$ cat config.mk
export PLATFORM = sky130hd
export DESIGN_NAME = mac_operand_sequencer_flat
export DESIGN_NICKNAME = d
export VERILOG_FILES = /design/src/rtl/mac_pkg.sv /design/src/rtl/mac_operand_sequencer_if.sv /design/src/rtl/mac_matrix_rf.sv /design/src/rtl/mac_operand_sequencer.sv /design/src/flat_wrapper.sv
export SDC_FILE = /design/constraint.sdc
export NUM_CORES = 1
export LEC_CHECK = 0
export CAP_MARGIN = 15
export CELL_PAD_IN_SITES_DETAIL_PLACEMENT = 0
export CELL_PAD_IN_SITES_GLOBAL_PLACEMENT = 1
export CORE_ASPECT_RATIO = 0.7
export CORE_MARGIN = 8
export CORE_UTILIZATION = 49
export CTS_CLUSTER_DIAMETER = 60
export DETAILED_ROUTE_END_ITERATION = 16
export PLACE_DENSITY = 0.93
export SYNTH_ARGS = -nofsm -noshare
export SYNTH_HDL_FRONTEND = slang
export SYNTH_SLANG_ARGS = --single-unit
$ cat constraint.sdc
create_clock -name clk -period 6.51 [get_ports clk]
set_input_delay 1.6275 -clock clk [delete_from_list [all_inputs] [get_ports clk]]
set_output_delay 1.6275 -clock clk [all_outputs]
set_load 0.01 [all_outputs]
$ cat src/rtl/mac_pkg.sv
// Shared constants, index widths and FSM state encoding for the MAC operand sequencer.
package mac_pkg;

    localparam int unsigned N  = 3;
    localparam int unsigned DW = 4;
    localparam int unsigned AW = 10;

    function automatic int unsigned idx_width(input int unsigned n);
        return (n > 1) ? $clog2(n) : 1;
    endfunction

    localparam int unsigned IW = idx_width(N * N);  // flat element index row*N+col
    localparam int unsigned CW = idx_width(N);      // row, column and k counters

    typedef enum logic [2:0] {
        StIdle,
        StClr,
        StAcc,
        StCap,
        StOut,
        StDone
    } state_e;

endpackage

$ cat src/rtl/mac_operand_sequencer_if.sv
// Host write/start, MAC operand bus and result stream of the MAC operand sequencer.
interface mac_operand_sequencer_if;
    import mac_pkg::*;

    logic          wr_en;
    logic          wr_sel;
    logic [IW-1:0] wr_addr;
    logic [DW-1:0] wr_data;
    logic          start;
    logic          busy;
    logic          done;
    logic [DW-1:0] mac_w;
    logic [DW-1:0] mac_x;
    logic          mac_load;
    logic          mac_clear;
    logic [AW-1:0] mac_o;
    logic          res_valid;
    logic          res_ready;
    logic [AW-1:0] res_data;
    logic [IW-1:0] res_idx;

    modport master (
        input  wr_en, wr_sel, wr_addr, wr_data, start, mac_o, res_ready,
        output busy, done, mac_w, mac_x, mac_load, mac_clear, res_valid, res_data, res_idx
    );

    modport slave (
        output wr_en, wr_sel, wr_addr, wr_data, start, mac_o, res_ready,
        input  busy, done, mac_w, mac_x, mac_load, mac_clear, res_valid, res_data, res_idx
    );

endinterface

$ cat src/rtl/mac_matrix_rf.sv
// NxN register file: async clear, one write port by flat index, one combinational
// read port by (row, col).
module mac_matrix_rf
    import mac_pkg::*;
(
    input  logic          clk,
    input  logic          clear,
    input  logic          we_i,
    input  logic [IW-1:0] waddr_i,
    input  logic [DW-1:0] wdata_i,
    input  logic [CW-1:0] row_i,
    input  logic [CW-1:0] col_i,
    output logic [DW-1:0] rdata_o
);

    localparam int unsigned NE = N * N;

    logic [DW-1:0] mem_q [NE];

    always_ff @(posedge clk or posedge clear) begin
        if (clear) begin
            for (int unsigned e = 0; e < NE; e++) mem_q[e] <= '0;
        end else if (we_i) begin
            // Indexes >= N*N match no entry and are dropped.
            for (int unsigned e = 0; e < NE; e++) begin
                if (waddr_i == IW'(e)) mem_q[e] <= wdata_i;
            end
        end
    end

    always_comb begin
        rdata_o = '0;
        for (int unsigned r = 0; r < N; r++) begin
            for (int unsigned c = 0; c < N; c++) begin
                if (row_i == CW'(r) && col_i == CW'(c)) rdata_o = mem_q[r * N + c];
            end
        end
    end

endmodule

$ cat src/rtl/mac_operand_sequencer.sv
// Sequences A x B through an external MAC: clear, N accumulates, capture, then
// hands each C[i][j] out on a valid/ready stream in row-major order.
module mac_operand_sequencer
    import mac_pkg::*;
(
    input logic                     clk,
    input logic                     clear,
    mac_operand_sequencer_if.master seq_io
);

    state_e        state_q;
    logic [CW-1:0] i_q, j_q, k_q;
    logic          busy_q, done_q, load_q, mclr_q, valid_q;
    logic [AW-1:0] data_q;
    logic [IW-1:0] idx_q;

    logic          rf_we;
    logic [DW-1:0] a_rdata, b_rdata;
    logic          last_k, last_elem;
    logic [IW-1:0] elem_idx;

    // Storage only changes while idle, so it is stable for the whole product.
    assign rf_we = seq_io.wr_en && (state_q == StIdle);

    mac_matrix_rf u_rf_a (
        .clk     (clk),
        .clear   (clear),
        .we_i    (rf_we && !seq_io.wr_sel),
        .waddr_i (seq_io.wr_addr),
        .wdata_i (seq_io.wr_data),
        .row_i   (i_q),
        .col_i   (k_q),
        .rdata_o (a_rdata)
    );

    mac_matrix_rf u_rf_b (
        .clk     (clk),
        .clear   (clear),
        .we_i    (rf_we && seq_io.wr_sel),
        .waddr_i (seq_io.wr_addr),
        .wdata_i (seq_io.wr_data),
        .row_i   (k_q),
        .col_i   (j_q),
        .rdata_o (b_rdata)
    );

    assign last_k    = (k_q == CW'(N - 1));
    assign last_elem = (i_q == CW'(N - 1)) && (j_q == CW'(N - 1));
    assign elem_idx  = IW'(i_q) * IW'(N) + IW'(j_q);

    always_ff @(posedge clk or posedge clear) begin
        if (clear) begin
            state_q <= StIdle;
            i_q     <= '0;
            j_q     <= '0;
            k_q     <= '0;
            busy_q  <= 1'b0;
            done_q  <= 1'b0;
            load_q  <= 1'b0;
            mclr_q  <= 1'b0;
            valid_q <= 1'b0;
            data_q  <= '0;
            idx_q   <= '0;
        end else begin
            done_q <= 1'b0;
            unique case (state_q)
                StIdle: begin
                    if (seq_io.start) begin
                        state_q <= StClr;
                        i_q     <= '0;
                        j_q     <= '0;
                        k_q     <= '0;
                        busy_q  <= 1'b1;
                        mclr_q  <= 1'b1;
                    end
                end
                StClr: begin
                    state_q <= StAcc;
                    k_q     <= '0;
                    mclr_q  <= 1'b0;
                    load_q  <= 1'b1;
                end
                StAcc: begin
                    if (last_k) begin
                        state_q <= StCap;
                        load_q  <= 1'b0;
                    end else begin
                        k_q <= k_q + CW'(1);
                    end
                end
                StCap: begin
                    // The last accumulate landed on the edge entering this state.
                    state_q <= StOut;
                    valid_q <= 1'b1;
                    data_q  <= seq_io.mac_o;
                    idx_q   <= elem_idx;
                end
                StOut: begin
                    if (seq_io.res_ready) begin
                        valid_q <= 1'b0;
                        if (last_elem) begin
                            state_q <= StDone;
                            done_q  <= 1'b1;
                        end else begin
                            state_q <= StClr;
                            mclr_q  <= 1'b1;
                            if (j_q == CW'(N - 1)) begin
                                j_q <= '0;
                                i_q <= i_q + CW'(1);
                            end else begin
                                j_q <= j_q + CW'(1);
                            end
                        end
                    end
                end
                StDone: begin
                    state_q <= StIdle;
                    busy_q  <= 1'b0;
                end
                default: begin
                    state_q <= StIdle;
                    busy_q  <= 1'b0;
                    load_q  <= 1'b0;
                    mclr_q  <= 1'b0;
                    valid_q <= 1'b0;
                end
            endcase
        end
    end

    assign seq_io.busy      = busy_q;
    assign seq_io.done      = done_q;
    assign seq_io.mac_load  = load_q;
    assign seq_io.mac_clear = mclr_q;
    assign seq_io.mac_w     = (state_q == StAcc) ? a_rdata : '0;
    assign seq_io.mac_x     = (state_q == StAcc) ? b_rdata : '0;
    assign seq_io.res_valid = valid_q;
    assign seq_io.res_data  = data_q;
    assign seq_io.res_idx   = idx_q;

endmodule

$ cat src/flat_wrapper.sv
// flat-port wrapper written by rule: the top's interface ports become plain ports
module mac_operand_sequencer_flat import mac_pkg::*;
  (clk, clear, seq_io_wr_en, seq_io_wr_sel, seq_io_wr_addr, seq_io_wr_data, seq_io_start, seq_io_mac_o, seq_io_res_ready, seq_io_busy, seq_io_done, seq_io_mac_w, seq_io_mac_x, seq_io_mac_load, seq_io_mac_clear, seq_io_res_valid, seq_io_res_data, seq_io_res_idx);
  mac_operand_sequencer_if seq_io_i ();
  input logic clk;
  input logic clear;
  input wire logic [$bits(seq_io_i.wr_en)-1:0] seq_io_wr_en;
  input wire logic [$bits(seq_io_i.wr_sel)-1:0] seq_io_wr_sel;
  input wire logic [$bits(seq_io_i.wr_addr)-1:0] seq_io_wr_addr;
  input wire logic [$bits(seq_io_i.wr_data)-1:0] seq_io_wr_data;
  input wire logic [$bits(seq_io_i.start)-1:0] seq_io_start;
  input wire logic [$bits(seq_io_i.mac_o)-1:0] seq_io_mac_o;
  input wire logic [$bits(seq_io_i.res_ready)-1:0] seq_io_res_ready;
  output wire logic [$bits(seq_io_i.busy)-1:0] seq_io_busy;
  output wire logic [$bits(seq_io_i.done)-1:0] seq_io_done;
  output wire logic [$bits(seq_io_i.mac_w)-1:0] seq_io_mac_w;
  output wire logic [$bits(seq_io_i.mac_x)-1:0] seq_io_mac_x;
  output wire logic [$bits(seq_io_i.mac_load)-1:0] seq_io_mac_load;
  output wire logic [$bits(seq_io_i.mac_clear)-1:0] seq_io_mac_clear;
  output wire logic [$bits(seq_io_i.res_valid)-1:0] seq_io_res_valid;
  output wire logic [$bits(seq_io_i.res_data)-1:0] seq_io_res_data;
  output wire logic [$bits(seq_io_i.res_idx)-1:0] seq_io_res_idx;
  assign seq_io_i.wr_en = seq_io_wr_en;
  assign seq_io_i.wr_sel = seq_io_wr_sel;
  assign seq_io_i.wr_addr = seq_io_wr_addr;
  assign seq_io_i.wr_data = seq_io_wr_data;
  assign seq_io_i.start = seq_io_start;
  assign seq_io_i.mac_o = seq_io_mac_o;
  assign seq_io_i.res_ready = seq_io_res_ready;
  assign seq_io_busy = seq_io_i.busy;
  assign seq_io_done = seq_io_i.done;
  assign seq_io_mac_w = seq_io_i.mac_w;
  assign seq_io_mac_x = seq_io_i.mac_x;
  assign seq_io_mac_load = seq_io_i.mac_load;
  assign seq_io_mac_clear = seq_io_i.mac_clear;
  assign seq_io_res_valid = seq_io_i.res_valid;
  assign seq_io_res_data = seq_io_i.res_data;
  assign seq_io_res_idx = seq_io_i.res_idx;
  mac_operand_sequencer u_core (.clk(clk), .clear(clear), .seq_io(seq_io_i));
endmodule
Word-level counts from Yosys, hierarchy flattened
Cells that the tools add are included.
{"block": "classes", "add_sub_neg": 4, "n_mul": 1, "n_div": 0, "magnitude_cmp": 0, "eq_ne": 25, "shifts": 0, "muxes": 48, "bitwise": 4, "n_reduce_logical": 60}
{"op": "2-to-1 mux 4 bit", "n": 20}
{"op": "AND reduction 2 bit", "n": 21}
{"op": "logical AND 1 bit", "n": 22}
{"op": "== test 4 x 3 -> 1 bit, second input constant", "n": 4}
{"op": "2-to-1 mux 2 bit", "n": 8}
{"op": "one-hot mux 3 bit (5 select lines)", "n": 1}
{"op": "2-to-1 mux 3 bit", "n": 4}
{"op": "OR reduction 4 bit", "n": 3}
{"op": "one-hot mux 1 bit (3 select lines)", "n": 3}
{"op": "== test 4 x 2 -> 1 bit, second input constant", "n": 2}
{"op": "2-to-1 mux 1 bit", "n": 8}
{"op": "inequality test 2 bit, second input constant", "n": 4}
{"op": "one-hot mux 2 bit (2 select lines)", "n": 2}
{"op": "AND reduction 4 bit", "n": 2}
{"op": "adder 2 x 1 -> 2 bit, second input constant", "n": 3}
{"op": "== test 2 x 1 -> 1 bit, second input constant", "n": 3}
{"op": "== test 2 bit, second input constant", "n": 3}
{"op": "== test 3 x 2 -> 1 bit, second input constant", "n": 2}
{"op": "== test 3 bit, second input constant", "n": 2}
{"op": "logical NOT 2 bit", "n": 3}
{"op": "one-hot mux 2 bit (3 select lines)", "n": 1}
{"op": "AND reduction 3 bit", "n": 2}
{"op": "AND reduction 5 bit", "n": 1}
{"op": "adder 4 x 2 -> 4 bit", "n": 1}
{"op": "13 further kinds", "n": 17}
{"block": "totals", "regBits": 100, "latchBits": 0, "ram_bits": 0, "romBits": 0, "inputBits": 24, "out_inout_bits": 27, "elab_cells": 171, "mem_count": 0}

Logic depth before layout (Yosys ltp)
Gate-level depths: netlist of run 1.
{"block": "logic_depth", "depth_word": 12, "mapped_depth": 9, "mapped_depth_nobuf": 7}

By module
Synthesis of run 1 repeated with hierarchy kept, for this count alone.
{"block": "unflattened", "cells_unflattened": 446, "area_unflattened_um2": 5218.8}
{"mod": "mac_matrix_rf", "n_inst": 2, "cells_per_inst": 161, "area_each_um2": 1884.3, "seq_area_each_um2": 900.9}
{"mod": "mac_operand_sequencer", "n_inst": 1, "cells_per_inst": 124, "area_each_um2": 1450.1, "seq_area_each_um2": 700.7}

Worst setup path before layout of run 1
No wires, ideal clock.
{"block": "synth_timing", "path_type": "register -> output", "from": "register u_core.k_q[0]", "to": "output seq_io_mac_w[3]", "arrival_time_ns": 1.797, "required_ns": 4.882, "path_slack_ns": 3.086, "stages_incl_launch_ff": 10, "path_buffers": 2, "path_cell_list": "dfrtp_1 inv_1 ha_1 clkbuf_1 inv_1 clkbuf_1 nor2_1 o31ai_1 a32oi_1 a211oi_1"}
{"block": "synth_between", "elab_chain_cells": 12, "elab_cells_between_ends": 22, "cone_classes": "eq/ne (2); mux (10); reduce/logical (10)"}
{"item": "start, declared", "line": "mac_operand_sequencer.sv:12", "source": "logic [CW-1:0] i_q, j_q, k_q;"}
{"item": "start signal, assigned", "line": "mac_operand_sequencer.sv:88", "source": "k_q <= k_q + CW'(1);"}
{"item": "logical NOT 2 bit", "line": "mac_matrix_rf.sv:35", "source": "if (row_i == CW'(r) && col_i == CW'(c)) rdata_o = mem_q[r * N + c];"}
{"item": "logical AND 1 bit", "line": "mac_matrix_rf.sv:35"}
{"item": "2-to-1 mux 4 bit (8 in a row)", "line": "mac_matrix_rf.sv:35"}
{"item": "2-to-1 mux 4 bit *", "line": "mac_matrix_rf.sv:35"}
{"item": "2-to-1 mux 4 bit *", "line": "mac_operand_sequencer.sv:135", "source": "assign seq_io.mac_w = (state_q == StAcc) ? a_rdata : '0;"}
{"item": "end, declared", "line": "flat_wrapper.sv:16", "source": "output wire logic [$bits(seq_io_i.mac_w)-1:0] seq_io_mac_w;"}
Every way passes the cells marked *; elsewhere a longest branch is shown, timed or not.

Worst setup path in the final report of run 1
{"block": "layout_timing", "from": "register u_core.k_q[1]", "to": "output seq_io_mac_x[0]"}
{"block": "layout_between", "elab_chain_cells": 12, "elab_cells_between_ends": 22, "cone_classes": "eq/ne (2); mux (10); reduce/logical (10)"}
{"item": "logical NOT 2 bit", "line": "mac_matrix_rf.sv:35"}
{"item": "logical AND 1 bit", "line": "mac_matrix_rf.sv:35"}
{"item": "2-to-1 mux 4 bit (8 in a row)", "line": "mac_matrix_rf.sv:35"}
{"item": "2-to-1 mux 4 bit *", "line": "mac_matrix_rf.sv:35"}
{"item": "2-to-1 mux 4 bit *", "line": "mac_operand_sequencer.sv:136", "source": "assign seq_io.mac_x = (state_q == StAcc) ? b_rdata : '0;"}
{"item": "end, declared", "line": "flat_wrapper.sv:17", "source": "output wire logic [$bits(seq_io_i.mac_x)-1:0] seq_io_mac_x;"}
Marks and branches as above.

==> impl_metrics.tcl, run 1 <==
set metrics [dict create \
    die_area_mm2 0.01376 \
    h-tree-depth 3 \
    ant_nets 0 \
    worstSetupStartpointType "flop" \
    crit_required_ps 4880 \
    hpwl_mm 8.547 \
    layout_commonest_cell "dfrtp_1" \
    critPathArrivalTime_ps 3330 \
    placed_area_mm2 0.005565 \
    worstSetupPathType "flop to output port" \
    ctsRootBufferMaster "clkbuf_16" \
    io_buffers 50 \
    fin_crit_ps 4962 \
    antenna_found_initial 0 \
    vdd.ir_drop.worst_uv 227.6 \
    critPathSlowestCell "ha_1" \
    p_per_area_mw_per_mm2 408.4 \
    synthFlopType "dfrtp_1" \
    synth_fp_nets 480 \
    finalHoldViolCount 0 \
    core_area_mm2 0.01016 \
    crit_buf_inv 2 \
    yosys_warnings 0 \
    seq_area_frac_synth_pct 49.96 \
    hp-class "flop to flop" \
    start_util_pct 49.29 \
    hold_slack_ps 484.1 \
    drt_iter0_drc 329 \
    first_pass_iters 6 \
    cp.depth 8 \
    dr_total_vias 3667 \
    setup_violations 0 \
    grt_setup_unrepaired "false" \
    post_cts_buffers 0 \
    grt_overflow 0 \
    routabilityCongestion 0.8582 \
    synth_enable_flop_cells 0 \
    cts_hold_buf 0 \
    max_freq_ghz 0.2015 \
    nets 514 \
    clock_skew_ps 8.722 \
    syn_avg_cell_area_um2 11.23 \
    core.rowCount 31 \
    yosysUniqueCellTypes 48 \
    cap_violations 0 \
    synth_seq_cells 100 \
    p_leak_uw 0.002557 \
    maxSlewViolCount 0 \
    syn_area_mm2 0.005009 \
    timing.hold.worst_path_depth 2 \
    clkLatencyLatePin_ps 350 \
    clk_path_buf_depth 2 \
    cts-resized-gates 0 \
    clock_sinks 100 \
    cp_max_fo 28 \
    clk_pin_slew_ps 70 \
    drive_gt1_share_pct 22.89 \
    grt_max_degree 52 \
    async_flop_share_pct 100.0 \
    finalCritPeriodShare_pct 76.22 \
    grt_usage_pct 18.80 \
    grt_pass1_wl_mm 20.07 \
    diodes 0 \
    die-width_um 136.8 \
    status "complete, no violations" \
    layout_common_cells "dfrtp_1, mux2_2, clkdlybuf4s50_1" \
    r2r_cells 5 \
    cts_tree "built" \
    worstPathCellList "inv_1 -> ha_1 -> nor2b_1 -> a31oi_1 -> o32ai_1 -> a222oi_1 -> a211oi_1 -> clkdlybuf4s50_1" \
    drc 0 \
    post_drt_wl_per_cell_um 19.54 \
    cts_made_buffers 9 \
    fill_cells 819 \
    critPathTopFamily "adder cells" \
    cp_slowest_stage_delay_ps 840 \
    slew_headroom_pct 30.96 \
    reg2reg_slack_ps 4200 \
    avgViaCountPerCell 5.943 \
    tightest_slew_ps 1036 \
    area_delta_synth_final_pct 17.86 \
    syn_inst 446 \
    setup_tns_ps 0 \
    design_area_mm2 0.005903 \
    routed_wl_mm 12.06 \
    die_h_um 100.6 \
    cp-end-kind "output port" \
    io_pins 51 \
    first_global_vias 3678 \
]
## cell usage after synthesis, types with 4 or more instances
cell / count / area, um^2
dfrtp_1: 100 / 2502
mux2_2: 86 / 968.4
nand2_1: 44 / 165.2
nor2_1: 20 / 75.07
clkbuf_1: 18 / 67.56
o21ai_0: 18 / 90.09
inv_1: 16 / 60.06
o22ai_1: 15 / 93.84
a21oi_1: 11 / 55.05
nand3_1: 10 / 50.05
nor2b_1: 10 / 62.56
buf_2: 8 / 40.04
ha_1: 8 / 100.1
nand2b_1: 8 / 50.05
a221oi_1: 6 / 52.55
a211oi_1: 5 / 37.54
a31oi_1: 5 / 31.28
a221o_1: 4 / 40.04
a22o_1: 4 / 35.03
o211ai_1: 4 / 30.03
## layout make-up
class	instances	area (um^2)	share of cell area, %
inverters	17	66.31	1.123
well taps	132	165.2	2.798
clock inverters	3	67.56	1.145
repair buffers	51	508.0	8.605
flip-flops and latches	100	2502	42.39
multi-input cells	301	2323	39.36
clock buffers	13	270.3	4.578
## layer usage
layer | track usage [%] | share of wire (%)
met1 | 26.78 | 47
met2 | 27.58 | 46
met3 | 4.681 | 6.5
met4 | 5.657 | 0.94
met5 | 0 | 0
## cells by family (layout without fill, tap and decap cells)
logic type / count (synthesis) / count (layout) / synth area share (%)
AND/OR/NAND/NOR: 111 / 111 / 11.22
flip-flops: 100 / 100 / 49.96
AO/OA/AOI/OAI: 91 / 91 / 12.47
multiplexers: 88 / 88 / 19.74
buffers and inverters: 45 / 84 / 3.647
adder cells (fa/ha/maj): 10 / 10 / 2.798
XOR/XNOR: 1 / 1 / 0.1749
## worst paths after layout
| kind | endpoint | start |
|---|---|---|
| hold reg to reg | u_core.seq_io.res_idx[2] | u_core.seq_io.res_idx[2] |
| max in group asynchronous | u_core.u_rf_a.mem_q[9] | clear |
| hold / removal | u_core.seq_io.res_idx[2] | u_core.seq_io.res_idx[2] |
| min in group asynchronous | u_core.u_rf_a.mem_q[30] | clear |
| setup reg to reg | u_core.seq_io.res_idx[2] | u_core.j_q[1] |
| setup / recovery | seq_io_mac_x[0] | u_core.k_q[1] |
## worst min-delay path: stages (launching register included)
cell	delay [ps]
dfrtp_1	340
nand2_1	50
o21ai_0	60
## flip-flops by register name, summed over array words and instances, names as in the netlist
register,flops
u_core.u_rf_a.mem_q,36
u_core.j_q,2
u_core.state_q,3
u_core.seq_io.busy,1
u_core.seq_io.res_idx,4
u_core.k_q,2
u_core.seq_io.mac_clear,1
u_core.u_rf_b.mem_q,36
u_core.seq_io.done,1
u_core.seq_io.res_data,10
u_core.seq_io.res_valid,1
u_core.seq_io.mac_load,1
u_core.i_q,2
## power by group
part / total (uW) / internal [uW] / switching (uW)
Clock: 591 / 368 / 223
Sequential: 998 / 825 / 173
Combinational: 821 / 421 / 400
Total: 2410 / 1610 / 796
## stage by stage
step | power, uW | instances | utilization, % | setup slack [ps]
after floorplan | 1522 | 446 | - | 2264
after global placement | 1788 | 601 | 54.76 | 2099
after detailed placement | 1819 | 601 | 54.76 | 1991
after CTS | 2418 | 617 | 58.09 | 1591
after global routing | 2553 | 617 | 58.09 | 1348
final | 2411 | 617 | 58.09 | 1548
Note: power is estimated with default switching activity, not from simulation.
==> inputs of run 2 (changes only) <==
- CORE_UTILIZATION: 49 -> 41
- PLACE_DENSITY: 0.93 -> 0.84
- clock period: 6.51 -> 4.07 ns (I/O delays scaled with it)
==> run 2 against run 1 <==
Cell count increased by 5.3%. Power up 68%. Routed wire length is 7.1% higher. Clock skew shrank 1.1 ps. Global-route usage shrank 2.4 points. Sequential share of layout area down 1.1 points. Critical endpoint is now seq_io_mac_x[2]. Largest power group unchanged.
==> impl_metrics.tcl, run 2 (synthesis results as in run 1) <==
set metrics [dict create \
    diodes 0 \
    setup_tns_ps 0 \
    first_global_vias 3686 \
    drc 0 \
    finalCritPeriodShare_pct 96.55 \
    worstSetupStartpointType "flop" \
    grt_util_met1_pct 23.41 \
    grt_setup_unrepaired "false" \
    ant_nets 0 \
    crit_required_ps 3050 \
    clk_pin_slew_ps 70 \
    worstSetupPathType "flop to output port" \
    maxSlewViolCount 0 \
    drive_gt1_share_pct 25.35 \
    io_buffers 50 \
    finalHoldViolCount 0 \
    cp_slowest_stage_delay_ps 870 \
    fin_crit_ps 3930 \
    cp_max_fo 24 \
    clock_sinks 100 \
    layout_common_cells "dfrtp_1, mux2_2, clkdlybuf4s50_1" \
    multi_input_area_mm2 0.002333 \
    io_pins 51 \
    met3_usage_pct 3.963 \
    grt_usage_pct 16.40 \
    design_area_mm2 0.006057 \
    status "complete, no violations" \
    grt_busiest_layer "met2" \
    path_common_cell "o22ai_1" \
    critPathArrivalTime_ps 2910 \
    clkLatencyLatePin_ps 350 \
    area_delta_synth_final_pct 20.93 \
    cap_violations 0 \
    grt_max_degree 56 \
    post_cts_buffers 0 \
    critPathSlowestCell "dfrtp_1" \
    vdd.ir_drop.worst_uv 289.5 \
    slew_headroom_pct 45.80 \
    p_leak_uw 0.002612 \
    drt_iter0_drc 453 \
    hp-class "flop to flop" \
    seq_area_mm2 0.002502 \
    routed_wl_mm 12.91 \
    tightest_slew_ps 812.9 \
    clk_path_buf_depth 2 \
    h-tree-depth 3 \
    grtUsageMet2_pct 24.27 \
    start_util_pct 42.41 \
    die_h_um 108.5 \
    hpwl_mm 9.195 \
    cts_made_buffers 9 \
    first_pass_iters 7 \
    worstPathCellList "inv_1 -> nand2_1 -> o22ai_1 -> a221o_1 -> o22ai_1 -> clkdlybuf4s50_1" \
    p_per_area_mw_per_mm2 667.8 \
    dr_total_vias 3808 \
    crit_buf_inv 2 \
    clock_skew_ps 7.623 \
    die-width_um 148.1 \
    placed_area_mm2 0.005669 \
    critPathTopFamily "flip-flops" \
    cp-end-kind "output port" \
    ctsRootBufferMaster "clkbuf_16" \
    avgViaCountPerCell 5.858 \
    die_area_mm2 0.01606 \
    hold_slack_ps 491.8 \
    layout_commonest_cell "dfrtp_1" \
    cts_tree "built" \
    antenna_found_initial 0 \
    post_drt_wl_per_cell_um 19.86 \
    nets 522 \
    grt_overflow 0 \
    max_freq_ghz 0.2545 \
    fill_cells 1039 \
    core_area_mm2 0.01181 \
    core.rowCount 33 \
    setup_violations 0 \
    routabilityCongestion 0.9196 \
    grt_pass1_wl_mm 20.74 \
]
run 2: changes by cell type in the layout (fill, tap and decap cells not counted), sizes merged:
cell / previous run / this run
buf: 1 / 9
clkbuf: 13 / 10
bufinv: 2 / 4
inv: 17 / 16
clkinvlp: 1 / 3
run 2: cell type report:
type | instances | share of cell area [%]
Clock buffer | 10 | 3.945
Inverter | 17 | 1.157
Clock inverter | 6 | 2.231
Multi-Input combinational cell | 301 | 38.53
Tap cell | 157 | 3.243
Sequential cell | 100 | 41.31
Timing Repair Buffer | 59 | 9.585
run 2: worst paths after layout:
path	startpoint	slack, ps	end	cells after the start
setup / recovery	u_core.j_q[1]	140	seq_io_mac_x[2]	6
hold / removal	u_core.seq_io.res_idx[3]	490	u_core.seq_io.res_idx[3]	2
setup reg to reg	u_core.state_q[2]	1580	u_core.u_rf_a.mem_q[13]	6
hold reg to reg	u_core.seq_io.res_idx[3]	490	u_core.seq_io.res_idx[3]	2
max in group asynchronous	clear	2210	u_core.u_rf_b.mem_q[4]	3
min in group asynchronous	clear	1130	u_core.seq_io.res_data[8]	2
run 2: tightest hold or removal path: stages (launching register included):
cell     delay (ps)
dfrtp_1         350
nand2_1          50
o21ai_0          60
run 2: metal layers:
layer	part of all wire, %	wire [um]
met1	46	5903
met2	45	5811
met3	7.8	1006
met4	1.5	189
met5	0	0
run 2: what timing repair did:
| action | 4_1_cts | 5_1_grt |
|---|---|---|
| hold buffers | 0 | 0 |
| gates resized for setup | 0 | 5 |
| setup endpoints to repair | 0 | 6 |
run 2: through the flow:
| step | util (%) | worst slack, ps | instances | total power [uW] |
|---|---|---|---|---|
| after global placement | 48.01 | 568.2 | 634 | 2913 |
| after floorplan | - | 433.7 | 446 | 2434 |
| after CTS | 51.18 | 115.6 | 650 | 4032 |
| final | 51.29 | 140.3 | 650 | 4045 |
| after global routing | 51.29 | 20.02 | 650 | 4258 |
| after detailed placement | 48.01 | 487.3 | 634 | 2961 |
run 2: power breakdown:
group / internal [uW] / leakage (uW) / switching (uW)
clock: 680 / 0.000175 / 382
sequential: 1320 / 0.00131 / 238
combinational: 718 / 0.00113 / 707
